`config.mk`:
```
export PLATFORM = sky130hd
export DESIGN_NAME = hazard_controller
export DESIGN_NICKNAME = d
export VERILOG_FILES = /design/src/rtl/rv_hazard_pkg.sv /design/src/rtl/hazard_controller_fwd.sv /design/src/rtl/hazard_controller.sv
export SDC_FILE = /design/constraint.sdc
export NUM_CORES = 1
export LEC_CHECK = 0
export CAP_MARGIN = 40
export CORE_ASPECT_RATIO = 1.2
export CORE_MARGIN = 4
export CORE_UTILIZATION = 39
export DETAILED_ROUTE_END_ITERATION = 8
export PLACE_DENSITY = 0.85
export SKIP_CTS_REPAIR_TIMING = 1
export SYNTH_ARGS = -nofsm -noshare
export SYNTH_HDL_FRONTEND = slang
export SYNTH_SLANG_ARGS = --single-unit
```
`constraint.sdc`:
```
create_clock -name clk -period 5.79 [get_ports clk]
set_clock_uncertainty 0.1 [all_clocks]
set_input_delay 1.737 -clock clk [delete_from_list [all_inputs] [get_ports clk]]
set_output_delay 1.737 -clock clk [all_outputs]
set_load 0.05 [all_outputs]
```
`src/rtl/rv_hazard_pkg.sv`:
```
// rv_hazard_pkg: shared FSM state and forwarding-select encodings for the hazard controller
package rv_hazard_pkg;
  typedef enum logic {RUN, MD_BUSY} hz_state_t;
  typedef logic [1:0] fwd_sel_t;
  localparam fwd_sel_t FWD_RF  = 2'b00;
  localparam fwd_sel_t FWD_MEM = 2'b01;
  localparam fwd_sel_t FWD_WB  = 2'b10;
endpackage

```
`src/rtl/hazard_controller_fwd.sv`:
```
// forwarding_unit: EX-stage operand bypass selects (MEM over WB, x0 never forwards)
module forwarding_unit
  import rv_hazard_pkg::*;
#(
  parameter int REG_AW = 5
) (
  input  logic [REG_AW-1:0] ex_rs1,
  input  logic [REG_AW-1:0] ex_rs2,
  input  logic [REG_AW-1:0] mem_rd,
  input  logic [REG_AW-1:0] wb_rd,
  input  logic              mem_reg_write,
  input  logic              wb_reg_write,
  output logic [1:0]        fwd_a,
  output logic [1:0]        fwd_b
);
  logic mem_ok, wb_ok;
  assign mem_ok = mem_reg_write && (mem_rd != '0);
  assign wb_ok  = wb_reg_write && (wb_rd != '0);
  // Youngest producer wins: MEM result before WB result before register file
  always_comb begin
    fwd_a = (mem_ok && mem_rd == ex_rs1) ? FWD_MEM : (wb_ok && wb_rd == ex_rs1) ? FWD_WB : FWD_RF;
    fwd_b = (mem_ok && mem_rd == ex_rs2) ? FWD_MEM : (wb_ok && wb_rd == ex_rs2) ? FWD_WB : FWD_RF;
  end
endmodule

```
`src/rtl/hazard_controller.sv`:
```
// hazard_controller: stall/flush sequencing, mul/div hold FSM with watchdog; HAZARD_PERF_CNT_EN adds perf counters
module hazard_controller
  import rv_hazard_pkg::*;
#(
  parameter int REG_AW        = 5,
  parameter int MD_MAX_CYCLES = 64,
  parameter int MD_CNT_W      = 7
) (
  input  logic              clk,
  input  logic              rst_n,
  input  logic [REG_AW-1:0] id_rs1,
  input  logic [REG_AW-1:0] id_rs2,
  input  logic              id_uses_rs1,
  input  logic              id_uses_rs2,
  input  logic [REG_AW-1:0] ex_rs1,
  input  logic [REG_AW-1:0] ex_rs2,
  input  logic [REG_AW-1:0] ex_rd,
  input  logic              ex_reg_write,
  input  logic              ex_mem_read,
  input  logic              ex_redirect,
  input  logic              ex_muldiv_start,
  input  logic              muldiv_done,
  input  logic [REG_AW-1:0] mem_rd,
  input  logic [REG_AW-1:0] wb_rd,
  input  logic              mem_reg_write,
  input  logic              wb_reg_write,
  input  logic              imem_ready,
  output logic              pc_stall,
  output logic              if_id_stall,
  output logic              if_id_flush,
  output logic              id_ex_flush,
  output logic              ex_stall,
  output logic [1:0]        fwd_a,
  output logic [1:0]        fwd_b,
`ifdef HAZARD_PERF_CNT_EN
  output logic [31:0]       stall_cycles,
  output logic [31:0]       flush_events,
`endif
  output logic              md_timeout
);
  localparam logic [MD_CNT_W-1:0] CNT_LAST = MD_CNT_W'(MD_MAX_CYCLES - 1);

  hz_state_t           state, state_d;
  logic [MD_CNT_W-1:0] md_cnt, cnt_d;
  logic                timeout_d, lu, md_go, ex_rw_unused;

  // ex_reg_write is part of the EX bundle but only loads create stall hazards here
  assign ex_rw_unused = ex_reg_write;
  assign lu = ex_mem_read && (ex_rd != '0) &&
              ((id_uses_rs1 && id_rs1 == ex_rd) || (id_uses_rs2 && id_rs2 == ex_rd));
  assign md_go = ex_muldiv_start && !muldiv_done;

  forwarding_unit #(.REG_AW(REG_AW)) u_fwd (
    .ex_rs1(ex_rs1), .ex_rs2(ex_rs2), .mem_rd(mem_rd), .wb_rd(wb_rd),
    .mem_reg_write(mem_reg_write), .wb_reg_write(wb_reg_write),
    .fwd_a(fwd_a), .fwd_b(fwd_b)
  );

  // State, cycle counter and sticky watchdog flag
  always_ff @(posedge clk or negedge rst_n) begin
    if (!rst_n) begin
      state      <= RUN;
      md_cnt     <= '0;
      md_timeout <= 1'b0;
    end else begin
      state      <= state_d;
      md_cnt     <= cnt_d;
      md_timeout <= timeout_d;
    end
  end

  // Next state and stall/flush controls; mul/div hold outranks redirect, load-use and fetch wait
  always_comb begin
    state_d     = state;
    cnt_d       = md_cnt;
    timeout_d   = md_timeout;
    pc_stall    = 1'b0;
    if_id_stall = 1'b0;
    if_id_flush = 1'b0;
    id_ex_flush = 1'b0;
    ex_stall    = 1'b0;
    if (state == RUN) begin
      if (md_go) begin
        state_d     = MD_BUSY;
        cnt_d       = MD_CNT_W'(1);
        pc_stall    = 1'b1;
        if_id_stall = 1'b1;
        ex_stall    = 1'b1;
      end else if (ex_redirect) begin
        if_id_flush = 1'b1;
        id_ex_flush = 1'b1;
      end else if (lu) begin
        pc_stall    = 1'b1;
        if_id_stall = 1'b1;
        id_ex_flush = 1'b1;
      end else if (!imem_ready) begin
        pc_stall    = 1'b1;
        if_id_flush = 1'b1;
      end
    end else if (muldiv_done) begin
      state_d = RUN;
      cnt_d   = '0;
    end else if (md_cnt == CNT_LAST) begin
      state_d   = RUN;
      cnt_d     = '0;
      timeout_d = 1'b1;
    end else begin
      cnt_d       = md_cnt + MD_CNT_W'(1);
      pc_stall    = 1'b1;
      if_id_stall = 1'b1;
      ex_stall    = 1'b1;
    end
  end

`ifdef HAZARD_PERF_CNT_EN
  // Stall-cycle and flush-event counters, free-running with natural 32-bit wrap
  always_ff @(posedge clk or negedge rst_n) begin
    if (!rst_n) begin
      stall_cycles <= '0;
      flush_events <= '0;
    end else begin
      stall_cycles <= stall_cycles + {31'd0, pc_stall};
      flush_events <= flush_events + {31'd0, (if_id_flush || id_ex_flush)};
    end
  end
`endif
endmodule
```
After elaboration in Yosys (flattened, before gate mapping):

Index checks and enable logic that the tools add are counted.

* add/sub/neg operators: 1
* equal/unequal tests: 7
* muxes and demuxes: 28
* bitwise operators: 1
* reduce and logical (&&, ||, !) cells: 18

Operators by type and width (count)
* == test 5 bit: 6
* two-way mux 7 bit: 4
* two-way mux 1 bit: 20
* nonzero test 5 bit: 3
* logical AND 1 bit: 11
* two-way mux 2 bit: 4
* adder 7 x 1 -> 7 bit, second input constant: 1
* == test 7 x 6 -> 1 bit, second input constant: 1
* AND reduction 3 bit: 1
* nonzero test 2 bit: 1
* logical NOT 1 bit: 1
* logical OR 1 bit: 1
* NOT 1 bit: 1

* register bits: 9
* bits of input ports: 47

Depth between registers and ports, before layout:

* depth after elaboration: 8
* gate-level depth with buffers: 6

Modules after synthesis:

Synthesis repeated with hierarchy kept, for this count alone.

* cell total of the unflattened synthesis: 105
* area total of the unflattened synthesis: 888.4 um^2

Modules (own cells, without submodules)
* hazard_controller: instances 1, cells an instance 71, area each 618.1 um^2, sequential area each 225.2 um^2
* forwarding_unit: instances 1, cells an instance 34, area each 270.3 um^2, sequential area each 0.0 um^2

Worst setup path after synthesis:

OpenSTA, ideal clock, no wires.

* path kind: in2out
* start point: input port mem_rd[4]
* end point: output port fwd_a[1]
* data arrival time: 4102 ps
* data required time: 3953 ps
* path slack: -149 ps
* cell stages on the path: 4
* cell sequence: xnor2_1 -> nand3_1 -> nor4_1 -> nor4_2

* cells in the longest elaborated chain, start to end: 4
* elaborated cells on any way between the ends: 5
* those cells by class: eq/ne: 1; mux: 1; reduce/logical: 3

Ends and longest elaborated chain
* from (decl): line hazard_controller.sv:23 `input logic [REG_AW-1:0] mem_rd,`
* nonzero test 5 bit: line hazard_controller_fwd.sv:17 `assign mem_ok = mem_reg_write && (mem_rd != '0);`
* logical AND 1 bit: line hazard_controller_fwd.sv:17
* logical AND 1 bit *: line hazard_controller_fwd.sv:21 `fwd_a = (mem_ok && mem_rd == ex_rs1) ? FWD_MEM : (wb_ok && wb_rd == ex_rs1) ? FWD_WB : FWD_RF;`
* two-way mux 2 bit *: line hazard_controller_fwd.sv:21
* to (decl): line hazard_controller.sv:33 `output logic [1:0] fwd_a,`

Mark *: on every way between the ends. The rest lies on a longest branch, timed or not.

Worst setup path in the final report:

* start point: input port ex_rd[1]
* end point: output port id_ex_flush

* cells in the longest elaborated chain, start to end: 8
* elaborated cells on any way between the ends: 12
* those cells by class: eq/ne: 2; mux: 4; reduce/logical: 6

Ends and longest elaborated chain
* from (decl): line hazard_controller.sv:17 `input logic [REG_AW-1:0] ex_rd,`
* == test 5 bit: line hazard_controller.sv:50 `((id_uses_rs1 && id_rs1 == ex_rd) || (id_uses_rs2 && id_rs2 == ex_rd));`
* logical AND 1 bit: line hazard_controller.sv:50
* logical OR 1 bit: line hazard_controller.sv:50
* logical AND 1 bit *: line hazard_controller.sv:49 `assign lu = ex_mem_read && (ex_rd != '0) &&`
* two-way mux 1 bit *: line hazard_controller.sv:92 `end else if (lu) begin`
* two-way mux 1 bit *: line hazard_controller.sv:89 `end else if (ex_redirect) begin`
* two-way mux 1 bit *: line hazard_controller.sv:83 `if (md_go) begin`
* two-way mux 1 bit *: line hazard_controller.sv:82 `if (state == RUN) begin`
* to (decl): line hazard_controller.sv:31 `output logic id_ex_flush,`

Marks and branches as above.

==> flow_summary.toml <==
[global_routing]
top_usage_layer = "met2"
antenna_found_initial = 0
grt_pass1_wl_um = 4830
grt-ovfl-total = 0
grt_usage = 0.2066
grtUsageMet3 = 0.06634
met2_usage = 0.4075
grt_pass1_vias = 1116
grt_start_max_net_pins = 10
met1_usage = 0.2078

[routing]
drt-initial-drc-count = 14
ant_nets = 0
drt-vias-per-instance = 5.219
drc = 0
vias = 1002
routedWlPerCell_um = 15.32
wl_um = 2941
first_pass_iters = 4

[synth]
synth-main-ff-cell = "dfrtp_1"
synth-seq-cells = 9
synth_area_um2 = 899.6
ys_top_cells_by_count = "22 x xor2_1, 9 x dfrtp_1, 9 x xnor2_1"
yosysMostFrequentCell = "xor2_1"
synth_top_area_frac = 0.2503
synth.area.top_cells = "dfrtp_1 25%, xor2_1 21%, xnor2_1 8.8%"
synth_warnings = 0
synth_enable_flop_cells = 0
synth_seq_area_share = 0.2503
syn-num-nets = 152
async_flop_share = 1.000
syn-instance-count = 104
synth.distinct_cells = 35
yosysTopAreaCell = "dfrtp_1"
avgSynthCellArea_um2 = 8.650

[worst_setup_path]
critical_path_arrival_ns = 3.61
crit_path_end_kind = "output port"
cp_max_fo = 3
cp.required_ns = 3.95
critPathKind = "in -> out"
r2r_cells = 3
cp-start-kind = "input port"

[layout]
n_fill_cell = 155
drive_gt1_frac = 0.1111
syn_to_final_growth_pct = 71.35
diodes = 0
nets = 211
fin_util = 0.7205

[timing]
post-route-period-util = 0.9400
finalSetupTns_ns = 0
rsz0062_at_grt = "no"
worst_pin_slew_ns = 0.6687
hold_viol_final = 0
fin_hold_ws_ns = 0.3726
finalSetupViolCount = 0
clock.fmax_mhz = 183.7
fin_crit_ns = 5.443
max_slew_margin = 0.5512
slew_viol_final = 0

[floorplan]
core_area_um2 = 2140
die_w_um = 51.85
start_util = 0.4205
rows = 18
dieArea_um2 = 3142
ios = 57
die_h_um = 60.61

[placement]
post-dp-hpwl_um = 2535
numPortBuffers = 55
place.gp.congestion = 0.9219

[pwr]
pwr-share-clk = 0.222
p_sw_frac = 0.3282
p_comb_frac = 0.458
switchingPower_mw = 0.07190
vdd_drop_max_v = 0.00009365
seq_power_share = 0.320
powerDensity_nw_per_um2 = 142.1
p_leak_nw = 0.6134
cellInternalPower_mw = 0.1472

[clocking]
clockBufferDepth = 2
cts_tree = "yes"
path_clk_slew_ns = 0.07
cts_made_buffers = 3
cts_num_sinks = 9
clk_latency_ns = 0.26
root_buffer = "clkbuf_4"
cts_htree_levels = 1

[min_path]
worstHoldPathCells = 1
hold_path.class = "reg -> reg"

[job]
drv_cap = 0

[outcome]
outcome = "complete, no violations"
-- state kept, by name, summed over array words and instances, names as in the netlist --
signal      count
md_cnt          7
md_timeout      1
state           1
-- routing by layer --
layer  wire length (µm)  up-vias
met2               1564       47
li1                   -      494
met3                283        0
met1               1093      461
met4                  0        0
met5                  0        -
-- cell type report --
type,instances,area (µm²),area share
clock buffers,4,26.28,0.01705
inverters,3,11.26,0.007305
multi-input cells,90,655.6,0.4253
flip-flops and latches,9,225.2,0.1461
well taps,30,37.54,0.02435
repair buffers,56,585.6,0.3799
-- final timing paths --
check	start	endpoint	slack, ns
max reg2reg	md_cnt[0]	state	3.94
min reg2reg	md_timeout	md_timeout	0.37
min	md_timeout	md_timeout	0.37
min in group asynchronous	rst_n	md_cnt[2]	1.68
max in group asynchronous	rst_n	md_cnt[3]	3.61
max	ex_rd[1]	id_ex_flush	0.35
-- logic make-up after synthesis --
family	synth area share
fa+ha+maj	0.01391
buf+inv	0.02086
flops	0.2504
xor+xnor	0.3018
compound gates	0.1753
mux	0.01113
simple gates	0.2267
-- power groups by stage --
stage,clock [mW],sequential (mW),combinational (mW)
finish,0.0486,0.0701,0.100
global route,0.0538,0.0705,0.108
CTS,0.0503,0.0701,0.100
detailed placement,0,0.0711,0.100
global placement,0,0.0709,0.0971
floorplan,0,0.0694,0.0450
-- worst max-delay path, cell delays in order --
cell and delay [ns]:
clkdlybuf4s50_1 0.47, or4_1 0.52, o21ai_0 0.35, nand2b_1 0.17, o21ai_0 0.14, buf_12 0.20
-- cell usage in the layout (no fill, tap or decap), drive strengths merged, types with 2 or more instances in the layout --
master,instances
a21oi,4
nor3,2
nor2,3
clkbuf,4
nand2b,3
clkdlybuf4s50,46
buf,10
or4,5
xnor2,9
xor2,22
o21ai,9
nand3,3
a22o,2
dfrtp,9
or3,2
nand2,4
nor4,6
inv,3
-- through the flow --
step / total power, mW / std cells / area [µm²] / setup slack, ns
final: 0.2191 / 192 / 1541 / 0.3473
after global routing: 0.2321 / 192 / 1541 / 0.2337
after CTS: 0.2209 / 192 / 1541 / 0.3259
after detailed placement: 0.1712 / 188 / 1515 / 0.3359
after global placement: 0.1680 / 188 / 1515 / 0.3846
after floorplan: 0.1145 / 104 / 899.6 / -0.1485
(Power assumes the default switching activity.)
